`src/rtl/seq_booth_multiplier_pkg.sv`:
```
// Shared types for the sequential radix-2 Booth multiplier.
// Optional signed/unsigned select is enabled by MULT_SIGN_SEL_EN.
package mult_pkg;

  localparam int STATE_W = 2;

  typedef enum logic [STATE_W-1:0] {
    IDLE = 2'd0,
    CALC = 2'd1,
    DONE = 2'd2
  } state_e;

  // Counter must hold M = n+1, so it needs clog2(M+1) bits.
  function automatic int cnt_w(input int n);
    return $clog2(n + 2);
  endfunction

endpackage

```
`src/rtl/seq_booth_multiplier_if.sv`:
```
// Start/done handshake and operand bus of the Booth multiplier.
// The sgn signal exists only when MULT_SIGN_SEL_EN is defined.
interface seq_booth_multiplier_if #(
  parameter int N = 5
);

  logic           start;
  logic [N-1:0]   A;
  logic [N-1:0]   B;
`ifdef MULT_SIGN_SEL_EN
  logic           sgn;
`endif
  logic           ready;
  logic           busy;
  logic           done;
  logic [2*N-1:0] out;

  modport master (
`ifdef MULT_SIGN_SEL_EN
    output sgn,
`endif
    output start, A, B,
    input  ready, busy, done, out
  );

  modport slave (
`ifdef MULT_SIGN_SEL_EN
    input  sgn,
`endif
    input  start, A, B,
    output ready, busy, done, out
  );

endinterface

```
`src/rtl/seq_booth_multiplier_booth_step.sv`:
```
// One radix-2 Booth iteration: conditional add/sub of the
// multiplicand into P, then arithmetic right shift of {P,Q,q_1}.
module booth_step #(
  parameter int M = 6
) (
  input  logic [M-1:0] p_i,
  input  logic [M-1:0] q_i,
  input  logic         q1_i,
  input  logic [M-1:0] mcand_i,
  output logic [M-1:0] p_o,
  output logic [M-1:0] q_o,
  output logic         q1_o
);

  logic [M-1:0] sum;

  always_comb begin
    sum = p_i;
    unique case (1'b1)
      (q_i[0] & ~q1_i): sum = p_i - mcand_i;
      (~q_i[0] & q1_i): sum = p_i + mcand_i;
      default:          sum = p_i;
    endcase
  end

  assign {p_o, q_o, q1_o} = {sum[M-1], sum, q_i};

endmodule

```
`src/rtl/seq_booth_multiplier.sv`:
```
// Sequential radix-2 Booth multiplier, N x N -> 2N, N+2 cycle latency.
// Define MULT_SIGN_SEL_EN to add the sgn (signed/unsigned) select.
module seq_booth_multiplier #(
  parameter int N = 5
) (
  input  logic                  clk,
  input  logic                  rst,
  seq_booth_multiplier_if.slave bus
);

  import mult_pkg::*;

  localparam int M  = N + 1;
  localparam int CW = cnt_w(N);

  state_e         state_q;
  logic [M-1:0]   mcand_q;
  logic [M-1:0]   p_q;
  logic [M-1:0]   q_q;
  logic           q1_q;
  logic [CW-1:0]  cnt_q;
  logic           ready_q;
  logic           busy_q;
  logic           done_q;
  logic [2*N-1:0] out_q;

  logic [M-1:0]   p_d;
  logic [M-1:0]   q_d;
  logic           q1_d;
  logic           sx;
  logic [M-1:0]   a_ext;
  logic [M-1:0]   b_ext;

`ifdef MULT_SIGN_SEL_EN
  assign sx = bus.sgn;
`else
  assign sx = 1'b1;
`endif

  // Extra bit keeps min*min and unsigned operands in range.
  assign a_ext = {sx & bus.A[N-1], bus.A};
  assign b_ext = {sx & bus.B[N-1], bus.B};

  booth_step #(
    .M(M)
  ) u_step (
    .p_i    (p_q),
    .q_i    (q_q),
    .q1_i   (q1_q),
    .mcand_i(mcand_q),
    .p_o    (p_d),
    .q_o    (q_d),
    .q1_o   (q1_d)
  );

  always_ff @(posedge clk or posedge rst) begin
    if (rst) begin
      state_q <= IDLE;
      mcand_q <= '0;
      p_q     <= '0;
      q_q     <= '0;
      q1_q    <= 1'b0;
      cnt_q   <= '0;
      ready_q <= 1'b1;
      busy_q  <= 1'b0;
      done_q  <= 1'b0;
      out_q   <= '0;
    end else begin
      done_q <= 1'b0;
      unique case (state_q)
        IDLE: begin
          if (bus.start) begin
            mcand_q <= a_ext;
            p_q     <= '0;
            q_q     <= b_ext;
            q1_q    <= 1'b0;
            cnt_q   <= CW'(M);
            ready_q <= 1'b0;
            busy_q  <= 1'b1;
            state_q <= CALC;
          end
        end
        CALC: begin
          p_q   <= p_d;
          q_q   <= q_d;
          q1_q  <= q1_d;
          cnt_q <= cnt_q - 1'b1;
          if (cnt_q == CW'(1)) begin
            busy_q  <= 1'b0;
            state_q <= DONE;
          end
        end
        DONE: begin
          out_q   <= {p_q[M-3:0], q_q};
          done_q  <= 1'b1;
          ready_q <= 1'b1;
          state_q <= IDLE;
        end
        default: begin
          ready_q <= 1'b1;
          busy_q  <= 1'b0;
          state_q <= IDLE;
        end
      endcase
    end
  end

  assign bus.ready = ready_q;
  assign bus.busy  = busy_q;
  assign bus.done  = done_q;
  assign bus.out   = out_q;

endmodule
```
`src/flat_wrapper.sv`:
```
// flat-port wrapper written by rule: the top's interface ports become plain ports
module seq_booth_multiplier_flat import mult_pkg::*;
#(
  parameter int N = 5
)
  (clk, rst, bus_start, bus_A, bus_B, bus_ready, bus_busy, bus_done, bus_out);
  seq_booth_multiplier_if #(.N(N)) bus_i ();
  input  logic clk;
  input  logic rst;
  input wire logic [$bits(bus_i.start)-1:0] bus_start;
  input wire logic [$bits(bus_i.A)-1:0] bus_A;
  input wire logic [$bits(bus_i.B)-1:0] bus_B;
  output wire logic [$bits(bus_i.ready)-1:0] bus_ready;
  output wire logic [$bits(bus_i.busy)-1:0] bus_busy;
  output wire logic [$bits(bus_i.done)-1:0] bus_done;
  output wire logic [$bits(bus_i.out)-1:0] bus_out;
  assign bus_i.start = bus_start;
  assign bus_i.A = bus_A;
  assign bus_i.B = bus_B;
  assign bus_ready = bus_i.ready;
  assign bus_busy = bus_i.busy;
  assign bus_done = bus_i.done;
  assign bus_out = bus_i.out;
  seq_booth_multiplier #(.N(N)) u_core (.clk(clk), .rst(rst), .bus(bus_i));
endmodule
```
`config.mk`:
```
export PLATFORM = sky130hd
export DESIGN_NAME = seq_booth_multiplier_flat
export DESIGN_NICKNAME = d
export VERILOG_FILES = /design/src/rtl/seq_booth_multiplier_pkg.sv /design/src/rtl/seq_booth_multiplier_if.sv /design/src/rtl/seq_booth_multiplier_booth_step.sv /design/src/rtl/seq_booth_multiplier.sv /design/src/flat_wrapper.sv
export SDC_FILE = /design/constraint.sdc
export NUM_CORES = 1
export LEC_CHECK = 0
export CAP_MARGIN = 20
export CORE_MARGIN = 5
export CORE_UTILIZATION = 55
export DETAILED_ROUTE_END_ITERATION = 12
export GPL_ROUTABILITY_DRIVEN = 1
export PLACE_DENSITY = 0.82
export SLEW_MARGIN = 5
export SYNTH_ARGS = -nofsm -noshare
export SYNTH_HDL_FRONTEND = slang
export SYNTH_HIERARCHICAL = 1
export SYNTH_SLANG_ARGS = --single-unit
```
`constraint.sdc`:
```
create_clock -name clk -period 3.29 [get_ports clk]
set_clock_uncertainty 0.05 [all_clocks]
set_input_delay 0.658 -clock clk [delete_from_list [all_inputs] [get_ports clk]]
set_output_delay 0.658 -clock clk [all_outputs]
set_load 0.01 [all_outputs]
```
==> reports/results.tsv, run 1 <==
stage	metric	value	unit
run_status	status	completed	
worst_setup_path	crit path max-delay cell type	dfrtp_1	
die	Die W	70.09	µm
logic_synthesis	Yosys top cell area share	0.4411	
logic_synthesis	Syn Nets	196	
power	switch share	0.3952	
worst_setup_path	crit path cell chain	inv_1 -> ha_1 -> nor2_1 -> xor2_1 -> ha_1 -> and3_1 -> a2111o_1 -> or3_1 -> a21oi_2 -> xor2_1 -> a22o_1	
placed_design	DP HPWL	2753	µm
clock_tree	post-CTS setup buffers	0	
logic_synthesis	register area share after synthesis	0.4543	
die	row count	21	
detailed_routing	vias per std cell	5.761	
detailed_routing	WL/cell	15.68	µm
worst_setup_path	Worst path top cell family by delay	simple AND/OR/NAND/NOR gates	
timing	min cycle time layout	3.001	ns
layout	area delta synth->final	13.42	%
detailed_routing	vias	1371	
layout	layout cell share with drive strength beyond 1	0.1667	
layout	fin nets	215	
layout	most frequent cells in the layout	35 x dfrtp_1, 25 x clkdlybuf4s50_1, 12 x inv_1, 11 x a21oi_1, 10 x ha_1	
logic_synthesis	syn avg cell area	11.54	µm²
timing	Final WS setup	0.2888	ns
timing	RSZ-0062 raised after global routing	false	
power	Psw	999.2	µW
detailed_routing	drt pass-1 iters	4	
die	die area	0.004912	mm²
timing	Least-Margin Pin Slew	0.7851	ns
flow_run	max_cap viols	0	
power	Comb power frac	0.554	
die	Initial Utilization	0.5813	
detailed_routing	Starting DRT DRC Count	74	
placed_design	# placed instances	230	
layout	final core occ	0.6593	
layout	number of fill cells	266	
power	peak supply drop	0.4730	mV
worst_setup_path	Req. time, crit path	3.53	ns
worst_setup_path	Max stage delay on crit path	0.42	ns
timing	Max Fclk	333.2	MHz
layout	Non-Filler Instances	238	
worst_setup_path	worst endpoint data arrival time	3.24	ns
power	Lkg Pwr	1.085	nW
placed_design	routability cong.	0.8863	
logic_synthesis	Yosys warnings	6	
placed_design	Port Buffers	25	
global_route	remaining global-route overflow	0	
layout	register area	902.1	µm²
logic_synthesis	cell taking the most area after synthesis	dfrtp_1	
clock_tree	hold buffer count at CTS	0	
clock_tree	cts repair resizes	0	
detailed_routing	post-route ant nets	0	
clock_tree	CTS Sinks	36	
timing	relative slew slack	0.4755	
timing	Final setup viols	0	
logic_synthesis	Mapped Cells	172	
worst_setup_path	Reg2Reg Setup Slack	0.29	ns
global_route	GRT Util Overall	0.1663	
power	share of power burned in registers	0.340	
clock_tree	CTS tree	yes	
clock_tree	Clock Latency Late Sink	0.34	ns
die	Die Y	70.09	µm
logic_synthesis	#FFs+latches synth	36	
clock_tree	H-tree levels	2	
worst_setup_path	Worst Path Buf+Inv	1	
detailed_routing	DRC Markers	0	
logic_synthesis	Synth cell types	38	
worst_setup_path	CP endpoint kind	flop	
global_route	vias in the first global route	1390	
power	Clk pwr share	0.105	
logic_synthesis	Area contributors post-synth	dfrtp_1 44%, mux2_4 6.8%, ha_1 6.3%	
global_route	initial antenna violation count	0	
timing	Final Max Slew Viols	0	
die	Ports	26	
clock_tree	CTS clk-pin slew, worst paths	0.11	ns
timing	Tcrit/Tclk final	0.9122	
power	power per cell area	1123	mW/mm²
layout	multi-input logic area	920.9	µm²
logic_synthesis	mapped cell area	0.001986	mm²
global_route	largest net degree at the start of global routing	20	
worst_setup_path	critical path class	flop to flop	
worst_setup_path	Startpoint Class	flop	
clock_tree	clk buf depth	2	
min_path	Min-Delay Path Class	flop to flop	
layout	ant diodes	0	
power	Tot Pwr	2.528	mW
timing	Final Hold Viols	0	
global_route	first-pass GRT wire length	6396	µm
power	Internal Power	1.529	mW
die	Core ar.	0.003416	mm²
detailed_routing	routed wire length	3733	µm
worst_setup_path	crit path max fanout	6	
clock_tree	cts bufs inserted	5	
layout	most common cell after layout, fill and taps aside	dfrtp_1	
clock_tree	CTS Root Cell	clkbuf_4	
placed_design	pre-CTS setup slack	0.3580	ns
timing	Total Neg Setup Slack	0	ns
-- state kept, by name, indices dropped and copies added, names as in the netlist --
name              cells
u_core/bus.out       10
u_core/p_q            6
u_core/q_q            6
u_core/mcand_q        5
u_core/cnt_q          3
u_core/state_q        2
u_core/bus.busy       1
u_core/bus.done       1
u_core/bus.ready      1
u_core/q1_q           1
-- power by group through the flow --
stage / registers [mW] / logic [mW] / clock network [mW]
3_5_place_dp: 0.868 / 1.37 / 0
5_1_grt: 0.895 / 1.54 / 0.303
4_1_cts: 0.859 / 1.40 / 0.275
6_report: 0.860 / 1.40 / 0.266
2_1_floorplan: 0.830 / 1.15 / 0
3_3_place_gp: 0.851 / 1.29 / 0
-- per-layer routing --
metal	track usage	share of wire
met5	0	0
met4	0.07872	0.029
met3	0.06026	0.058
met2	0.2655	0.49
met1	0.1989	0.42
-- cells in the mapped netlist --
library cell and count:
dfrtp_1 35, buf_4 9, o21ai_1 1, mux2_4 9, a22oi_1 4, inv_1 12, a21oi_1 11, xnor2_1 1
dfstp_2 1, xor2_1 6, ha_1 10, a21oi_2 1, nand2_1 7, mux2i_1 1, nand2b_1 3, and3_1 2
o21bai_4 1, nand3b_1 1, nor2_4 1, o21ai_0 7, mux2_2 9, a21o_1 2, nor2b_1 2, nor4bb_1 1
o22ai_1 8, a2111o_1 1, buf_6 4, a22o_1 7, nand2b_4 1, fa_1 1, and2_0 1, nand2_2 1
o32ai_1 1, buf_2 1, nor2_1 4, nor3_1 2, or3_1 2, and2_1 1
-- logic make-up (layout without fill, tap and decap cells) --
family          Yosys count  after routing  synth area share
xor+xnor                  7              7           0.03088
flops                    36             36            0.4543
buf+inv                  26             46           0.08191
simple gates             29             29           0.08507
fa+ha+maj                11             11           0.07309
compound gates           44             44            0.1506
mux                      19             19            0.1241
-- worst register-to-register path: cells and delay by family, from the launching register on --
family / cells / cell delay [ns]
xor gates and xnor gates: 2 / 0.41
AOI/OAI and AO/OA: 3 / 0.71
adders and majority gates: 2 / 0.57
DFF: 1 / 0.42
buffers and inverters: 1 / 0.07
and+or+nand+nor: 3 / 0.72
-- final timing paths --
kind	startpoint	depth (start not counted)	endpoint
max	u_core/q_q[0]	11	u_core/p_q[5]
min	u_core/bus.ready	2	u_core/bus.ready
max reg2reg	u_core/q_q[0]	11	u_core/p_q[5]
min reg2reg	u_core/bus.ready	2	u_core/bus.ready
max in group asynchronous	rst	3	u_core/bus.out[0]
min in group asynchronous	rst	2	u_core/mcand_q[0]
-- stage by stage --
stage / area, µm² / hold WS (ns)
finish: 2252 / 0.4307
global route: 2252 / 0.4627
CTS: 2252 / 0.4359
detailed placement: 2183 / 0.4188
global placement: 2183 / 0.4177
floorplan: 1986 / 0.4250
-- cell type report --
| cell class | count | share of cell area |
|---|---|---|
| multi-input cells | 110 | 0.4089 |
| flip-flops and latches | 36 | 0.4006 |
| repair buffers | 26 | 0.1144 |
| clock buffers | 8 | 0.03056 |
| well taps | 46 | 0.02556 |
| inverters | 12 | 0.02000 |
No activity file was read; power rests on OpenSTA's default activity.
==> inputs of run 2 (changes only) <==
--- a/config.mk
+++ b/config.mk
@@ -10,7 +10,7 @@
 export CORE_UTILIZATION = 55
 export DETAILED_ROUTE_END_ITERATION = 12
 export GPL_ROUTABILITY_DRIVEN = 1
-export PLACE_DENSITY = 0.82
+export PLACE_DENSITY = 0.76
 export SLEW_MARGIN = 5
 export SYNTH_ARGS = -nofsm -noshare
 export SYNTH_HDL_FRONTEND = slang
==> run 2 against run 1 <==
Net effect: final cell count decreased by 0.42%; routed wire length is 5.3% lower; non-clock buffer count did not move; critical path type unchanged; count of clock-buffer cells in the layout shrank 2; first-iteration DRC count grew 49%.
==> reports/results.tsv, run 2 (synthesis gave the netlist of run 1 again) <==
stage	metric	value	unit
layout	most common cell after layout, fill and taps aside	dfrtp_1	
clock_tree	CTS Root Cell	clkbuf_4	
worst_setup_path	CP startpoint	u_core/q_q[0]	
timing	Tcrit/Tclk final	0.9184	
layout	fin nets	215	
clock_tree	Clock Latency Late Sink	0.34	ns
clock_tree	cts bufs inserted	5	
die	Core ar.	0.003416	mm²
layout	max reg flops	10	
layout	layout cell share with drive strength beyond 1	0.1623	
worst_setup_path	Req. time, crit path	3.51	ns
power	Lkg Pwr	1.074	nW
clock_tree	CTS clk-pin slew, worst paths	0.10	ns
flow_run	max_cap viols	0	
clock_tree	cts repair resizes	0	
layout	area delta synth->final	12.29	%
die	die area	0.004912	mm²
global_route	vias in the first global route	1295	
die	row count	21	
worst_setup_path	crit path cell chain	inv_1 -> ha_1 -> nor2_1 -> xor2_1 -> ha_1 -> and3_1 -> a2111o_1 -> or3_1 -> a21oi_2 -> xor2_1 -> a22o_1	
clock_tree	clk buf depth	2	
timing	Final Max Slew Viols	0	
die	Ports	26	
min_path	hold wc startpoint	u_core/bus.ready	
placed_design	routability cong.	0.8292	
clock_tree	CTS tree	yes	
placed_design	Port Buffers	25	
timing	Final Hold Viols	0	
timing	Total Neg Setup Slack	0	ns
timing	Max Fclk	331.0	MHz
detailed_routing	routed wire length	3534	µm
global_route	initial antenna violation count	0	
worst_setup_path	Startpoint Class	flop	
detailed_routing	DRC Markers	0	
detailed_routing	WL/cell	14.91	µm
clock_tree	H-tree levels	2	
clock_tree	CTS Sinks	36	
die	Die W	70.09	µm
worst_setup_path	CP endpoint kind	flop	
global_route	largest net degree at the start of global routing	23	
placed_design	DP HPWL	2679	µm
detailed_routing	post-route ant nets	0	
detailed_routing	Starting DRT DRC Count	110	
worst_setup_path	crit path max fanout	6	
timing	relative slew slack	0.4484	
detailed_routing	vias	1309	
worst_setup_path	worst endpoint data arrival time	3.24	ns
clock_tree	post-CTS setup buffers	0	
worst_setup_path	crit path max-delay cell type	dfrtp_1	
layout	ant diodes	0	
power	power per cell area	1099	mW/mm²
detailed_routing	drt pass-1 iters	4	
worst_setup_path	Max stage delay on crit path	0.42	ns
power	peak supply drop	0.4711	mV
die	Die Y	70.09	µm
global_route	first-pass GRT wire length	6003	µm
timing	Least-Margin Pin Slew	0.8256	ns
worst_setup_path	critical path class	flop to flop	
timing	Final setup viols	0	
detailed_routing	vias per std cell	5.523	
global_route	remaining global-route overflow	0	
run_status	status	completed	
global_route	GRT Util Overall	0.1531	
power	Tot Pwr	2.450	mW
timing	RSZ-0062 raised after global routing	false	
worst_setup_path	reg2reg start	u_core/q_q[0]	
min_path	Min-Delay Path Class	flop to flop	
clock_tree	hold buffer count at CTS	0	
die	Initial Utilization	0.5813	
layout	most frequent cells in the layout	35 x dfrtp_1, 25 x clkdlybuf4s50_1, 12 x inv_1, 11 x a21oi_1, 10 x ha_1	
timing	min cycle time layout	3.022	ns
run 2: cell types whose count changed in the layout (fill, tap and decap cells not counted), sizes merged:
cell,change
clkinv,+1
clkbuf,-2
run 2: final cells by class:
type / instances / area [µm²]
clock inverter: 1 / 5.005
sequential: 36 / 902.1
fill: 275 / 1186
timing repair buffer: 26 / 257.7
multi-input combinational: 110 / 920.9
inverter: 12 / 45.04
tap: 46 / 57.56
clock buffer: 6 / 41.29
run 2: final timing paths:
kind | to | slack [ns] | depth (start not counted)
worst max-delay path | u_core/p_q[5] | 0.27 | 11
worst min-delay path | u_core/bus.ready | 0.46 | 2
worst max register to register | u_core/p_q[5] | 0.27 | 11
worst min register to register | u_core/bus.ready | 0.46 | 2
max in group asynchronous | u_core/mcand_q[0] | 1.75 | 3
min in group asynchronous | u_core/bus.out[4] | 0.72 | 2
run 2: power by group:
| part | internal (mW) | switching [mW] | leakage (nW) |
|---|---|---|---|
| Clock | 0.0787 | 0.137 | 0.0281 |
| Combinational | 0.747 | 0.632 | 0.603 |
| Sequential | 0.655 | 0.200 | 0.443 |
run 2: critical path, delay by kind of cell (launching register included):
kind,cells,cell delay [ns]
fa+ha+maj,2,0.57
buf+inv,1,0.06
xor+xnor,2,0.44
compound gates,3,0.73
flops,1,0.42
simple gates,3,0.68
run 2: layer usage:
layer  vias up  wire [µm]  GRT usage
li1        637          -          -
met1       637       1672     0.1956
met2        31       1643     0.2487
met3         4        186    0.04878
met4         0         30    0.04468
met5         -          0          0
run 2: stage by stage:
stage	area, µm²	hold slack (ns)	cells	worst slack (ns)	utilization
CTS	2230	0.4699	237	0.2665	0.6527
finish	2230	0.4605	237	0.2685	0.6527
floorplan	1986	0.4250	172	0.4245	-
global placement	2183	0.4177	230	0.4464	0.6392
detailed placement	2183	0.4487	230	0.3192	0.6392
global route	2230	0.4902	237	0.08845	0.6527
==> RTL change 1 (settings of run 1) <==
Make the reset (`rst`) synchronous in one clocked block.
--- a/src/rtl/seq_booth_multiplier.sv
+++ b/src/rtl/seq_booth_multiplier.sv
@@ -53,7 +53,7 @@
     .q1_o   (q1_d)
   );
 
-  always_ff @(posedge clk or posedge rst) begin
+  always_ff @(posedge clk) begin
     if (rst) begin
       state_q <= IDLE;
       mcand_q <= '0;
Function: differs if rst is asserted again (counterexample within 4 cycles, from zero or initial values and one cycle with rst high); with rst held inactive, the same outputs for 10 cycles.
==> RTL change 1 against run 1 <==
Design area shrank 7.5%. Sequential cell count unchanged. Worst setup slack worse by 0.023 ns. Synthesized area decreased by 9.0%. Die area is 7.7% lower. Wire length shrank 9.1%. First-iteration DRC count grew 95%. Non-clock buffer count up 1. Critical endpoint is now u_core/p_q[4].
Power is not compared: it rests on default switching activity, and its combinational part moved more than twofold at a synthesized area within 25%.
==> RTL change 1: results (changes against run 1) <==
- Worst setup startpoint: u_core/q_q[0]
- largest net degree at the start of global routing: 22, +10%
- leading cell types by count after synthesis: dfxtp_1 (36), nor2_1 (34), nand2_1 (24), a21oi_1 (15), ha_1 (10)
- global-route wire length before repair: 5.82 mm, -9.0%
- portion of netlist area occupied by mux cells: 5.75%, -6.7 points
- post-CTS sizing: 0, unchanged
- Worst-Skew Late Latency: 0.33 ns
- minimum setup slack after placement: 0.349 ns, -0.00927 ns
- via count of the first global-routing pass: 1427, +2.7%
- maximum ir drop on the vdd rail: 0.303 mV
- sum of negative setup slack: 0 ns, unchanged
- number of iterations in the first detailed-routing pass: 4, unchanged
- run status: completed
- total routing usage reported by global routing: 16.8%, +0.13 points
- initial drt markers: 144, +95%
- Rel. slew slack: 48.3%, +0.79 points
- fraction of the mapped netlist area in compound gates: 14.5%, -0.59 points
- routed vias: 1465, +6.9%
- number of nets at the end of the flow: 252, +17%
- part of the Yosys area used for sequential elements: 39.9%, -5.5 points
- routability cong.: 0.788, -11%
- critical path's slowest cell: a2111o_1
- placed wire-length estimate after detailed placement: 2.46 mm, -11%
- leading register cell type out of synthesis: dfxtp_1
- cell types occupying the most area after synthesis: dfxtp_1 (40%), nor2_1 (7.1%), ha_1 (6.9%)
- depth of the most critical reg-to-reg path: 12, +1
- final WL: 3.39 mm, -9.1%
- PortBufs: 25, unchanged
- share of synthesized cell area in full adder, half adder and majority cells: 8.03%, +0.72 points
- FF-to-FF setup slack: 0.27 ns, -0.02 ns
- crit path capture: u_core/p_q[4]
- post-synthesis share of cell area spent on xor and xnor gates: 3.39%, +0.31 points
- Async S/R FF share, synth: 0%, -100 points
- Tmin final: 3.02 ns, +0.0233 ns
- post-synth net total: 236, +20%
- Yosys cell types: 39, +2.6%
- layout cell share with drive strength beyond 1: 6.99%, -9.7 points
- main combinational cell family by area after synthesis: simple AND/OR/NAND/NOR gates
RTL change 1: worst min path at each step:
stage,start,end,cells past startpoint
3_3_place_gp,u_core/bus.out[6],u_core/bus.out[6],2
6_report,u_core/bus.out[2],u_core/bus.out[2],2
5_1_grt,u_core/bus.out[4],u_core/bus.out[4],2
4_1_cts,u_core/bus.out[4],u_core/bus.out[4],2
2_1_floorplan,u_core/q_q[1],u_core/bus.out[1],2
3_5_place_dp,u_core/bus.out[4],u_core/bus.out[4],2
RTL change 1: area by class of cell:
class	instances	area, um2
tap	44	55.1
multi-input combinational	153	961
fill	268	1020
inverter	5	18.8
clock inverter	1	7.51
sequential	36	721
clock buffer	7	55.1
timing repair buffer	27	265
RTL change 1: kinds of logic after synthesis:
logic type                 Yosys count
xor gates and xnor gates             7
adders and majority gates           11
muxes                               10
DFF                                 36
AOI/OAI and AO/OA                   40
and+or+nand+nor                     85
buffers and inverters               23
RTL change 1: where the power goes:
group,internal (mW),switching (mW),leakage [nW]
sequential,0.458,0.0222,0.294
combinational,0.0795,0.0844,0.550
clock,0.105,0.147,0.0315
total,0.642,0.254,0.876
RTL change 1: through the flow:
step                power, mW  hold WS (ns)  std cells  utilization, %  area, um2
finish                  0.896         0.409        273            67.1       2080
global route            0.945         0.429        273            67.1       2080
CTS                     0.899         0.412        273            67.1       2080
detailed placement      0.651         0.396        265            65.1       2020
global placement        0.647         0.392        265            65.1       2020
floorplan               0.618         0.396        212               -       1810
RTL change 1: routing by layer:
metal / vias to the layer above / share of wire [%] / track usage [%]
li1: 747 / - / -
met1: 688 / 49 / 19.6
met2: 28 / 46 / 29.0
met3: 2 / 4.1 / 3.99
met4: 0 / 0.24 / 7.34
met5: - / 0 / 0
RTL change 1: critical path, delay by kind of cell (launching register included):
kind	cells	cell delay, ns
adders and majority gates	2	0.56
DFF	1	0.39
buffers and inverters	1	0.06
and+or+nand+nor	4	0.79
AOI/OAI and AO/OA	3	0.67
xor gates and xnor gates	2	0.45
==> RTL change 2 (config.mk and constraints of run 1) <==
Made on the original files. `N` is set to 5 in 3 places; all go to 4.
--- a/src/rtl/seq_booth_multiplier_if.sv
+++ b/src/rtl/seq_booth_multiplier_if.sv
@@ -1,7 +1,7 @@
 // Start/done handshake and operand bus of the Booth multiplier.
 // The sgn signal exists only when MULT_SIGN_SEL_EN is defined.
 interface seq_booth_multiplier_if #(
-  parameter int N = 5
+  parameter int N = 4
 );
 
   logic           start;
--- a/src/rtl/seq_booth_multiplier.sv
+++ b/src/rtl/seq_booth_multiplier.sv
@@ -1,7 +1,7 @@
 // Sequential radix-2 Booth multiplier, N x N -> 2N, N+2 cycle latency.
 // Define MULT_SIGN_SEL_EN to add the sgn (signed/unsigned) select.
 module seq_booth_multiplier #(
-  parameter int N = 5
+  parameter int N = 4
 ) (
   input  logic                  clk,
   input  logic                  rst,
--- a/src/flat_wrapper.sv
+++ b/src/flat_wrapper.sv
@@ -1,7 +1,7 @@
 // flat-port wrapper written by rule: the top's interface ports become plain ports
 module seq_booth_multiplier_flat import mult_pkg::*;
 #(
-  parameter int N = 5
+  parameter int N = 4
 )
   (clk, rst, bus_start, bus_A, bus_B, bus_ready, bus_busy, bus_done, bus_out);
   seq_booth_multiplier_if #(.N(N)) bus_i ();
Ports: changed (resized bus_A, bus_B and bus_out); port bits go from 26 to 22. No check against the original RTL was run, so the function may have changed too.
==> RTL change 2 against run 1 <==
Total power down 15%. Critical path depth down 2. Worst setup slack better by 0.57 ns. Largest cell class is now sequential cells. Via count down 19%. Critical path type unchanged. Design area down 16%. Synthesized area down 17%. Sequential cell count down 5. Wire length down 16%. Synthesized cell count down 20%. Clock power down 6%.
==> RTL change 2: results (changes against run 1) <==
- number of nets at the end of the flow: 178, -17%
- Reg area: 777 um2, -14%
- leading cell types by count after synthesis: dfrtp_1 (30), mux2_2 (15), ha_1 (9), buf_4 (8)
- total standard cell area after synthesis: 0.00164 mm2, -17%
- largest net degree at the start of global routing: 32, +60%
- static leakage: 0.868 nW, -20%
- detailed-route vias per instance: 5.89, +2.2%
- inverters: 8, -4
- CP top delay family: adder cells
- post-synth net total: 159, -19%
- total of fill cells in the finished design: 221, -17%
- part of the Yosys area used for sequential elements: 47.3%, +1.9 points
- Final Util: 67.7%, +1.8 points
- area of placed instances: 0.00183 mm2, -16%
- area share of buffers outside the clock network: 11.5%, +0.018 points
- routed vias: 1113, -19%
- routed wire length per instance: 16.6 um, +5.8%
- worst-margin pin slew: 0.644 ns, -0.141 ns
- number of non-clock buffers: 22, -15%
- PortBufs: 21, -16%
- arrival time at the worst endpoint: 2.61 ns, -0.63 ns
- largest fanout of any net on the critical path: 5, -1
- initial drt markers: 32, -57%
- Worst-path clk slew: 0.09 ns, -0.02 ns
- maximum ir drop on the vdd rail: 0.462 mV, -2.3%
- relative area of clock buffers and inverters in the final design: 3.62%, +0.57 points
- run status: completed
- area taken by multi-input logic gates: 767 um2, -17%
- post-synthesis area per instance: 11.9 um2, +3.0%
- delay contributed by the slowest stage of the critical path: 0.44 ns, +0.02 ns
[RTL change 2: changes by cell type in the layout (fill, tap and decap cells not counted), moves of 4 or more]
cell	change
inv_1	-5
mux2_2	+6
o221a_2	+4
o22ai_1	-7
mux2_4	-9
xor2_1	-4
dfrtp_1	-5
a21oi_1	-5
clkdlybuf4s50_1	-4
[RTL change 2: power breakdown]
group,leakage (nW),switching [mW],internal [mW]
Clock,0.0386,0.125,0.126
Sequential,0.376,0.171,0.569
Combinational,0.453,0.533,0.637
Total,0.868,0.829,1.33
[RTL change 2: logic make-up (layout without fill, tap and decap cells)]
| family | Yosys count | count (layout) | share of synthesized area [%] |
|---|---|---|---|
| AND/OR/NAND/NOR | 32 | 32 | 12.9 |
| flip-flops | 31 | 31 | 47.3 |
| AO/OA/AOI/OAI | 26 | 26 | 12.2 |
| buffers and inverters | 18 | 38 | 5.95 |
| multiplexers | 16 | 16 | 10.9 |
| adder cells (fa/ha/maj) | 10 | 10 | 8.08 |
| XOR/XNOR | 5 | 5 | 2.67 |
[RTL change 2: routing by layer]
metal / global-route usage [%] / part of all wire (%) / vias to the layer above
li1: - / - / 527
met1: 17.9 / 40 / 551
met2: 29.3 / 52 / 21
met3: 6.91 / 3.4 / 14
met4: 11.6 / 4.4 / 0
met5: 0 / 0 / -
[RTL change 2: worst paths after layout]
path / to / start / cells past startpoint / slack (ns)
hold / removal: u_core/bus.ready / u_core/bus.ready / 2 / 0.41
setup / recovery: u_core/p_q[3] / u_core/q_q[0] / 9 / 0.86
hold reg to reg: u_core/bus.ready / u_core/bus.ready / 2 / 0.41
min in group asynchronous: u_core/bus.out[4] / rst / 3 / 0.66
max in group asynchronous: u_core/bus.ready / rst / 3 / 2.19
setup reg to reg: u_core/p_q[3] / u_core/q_q[0] / 9 / 0.86
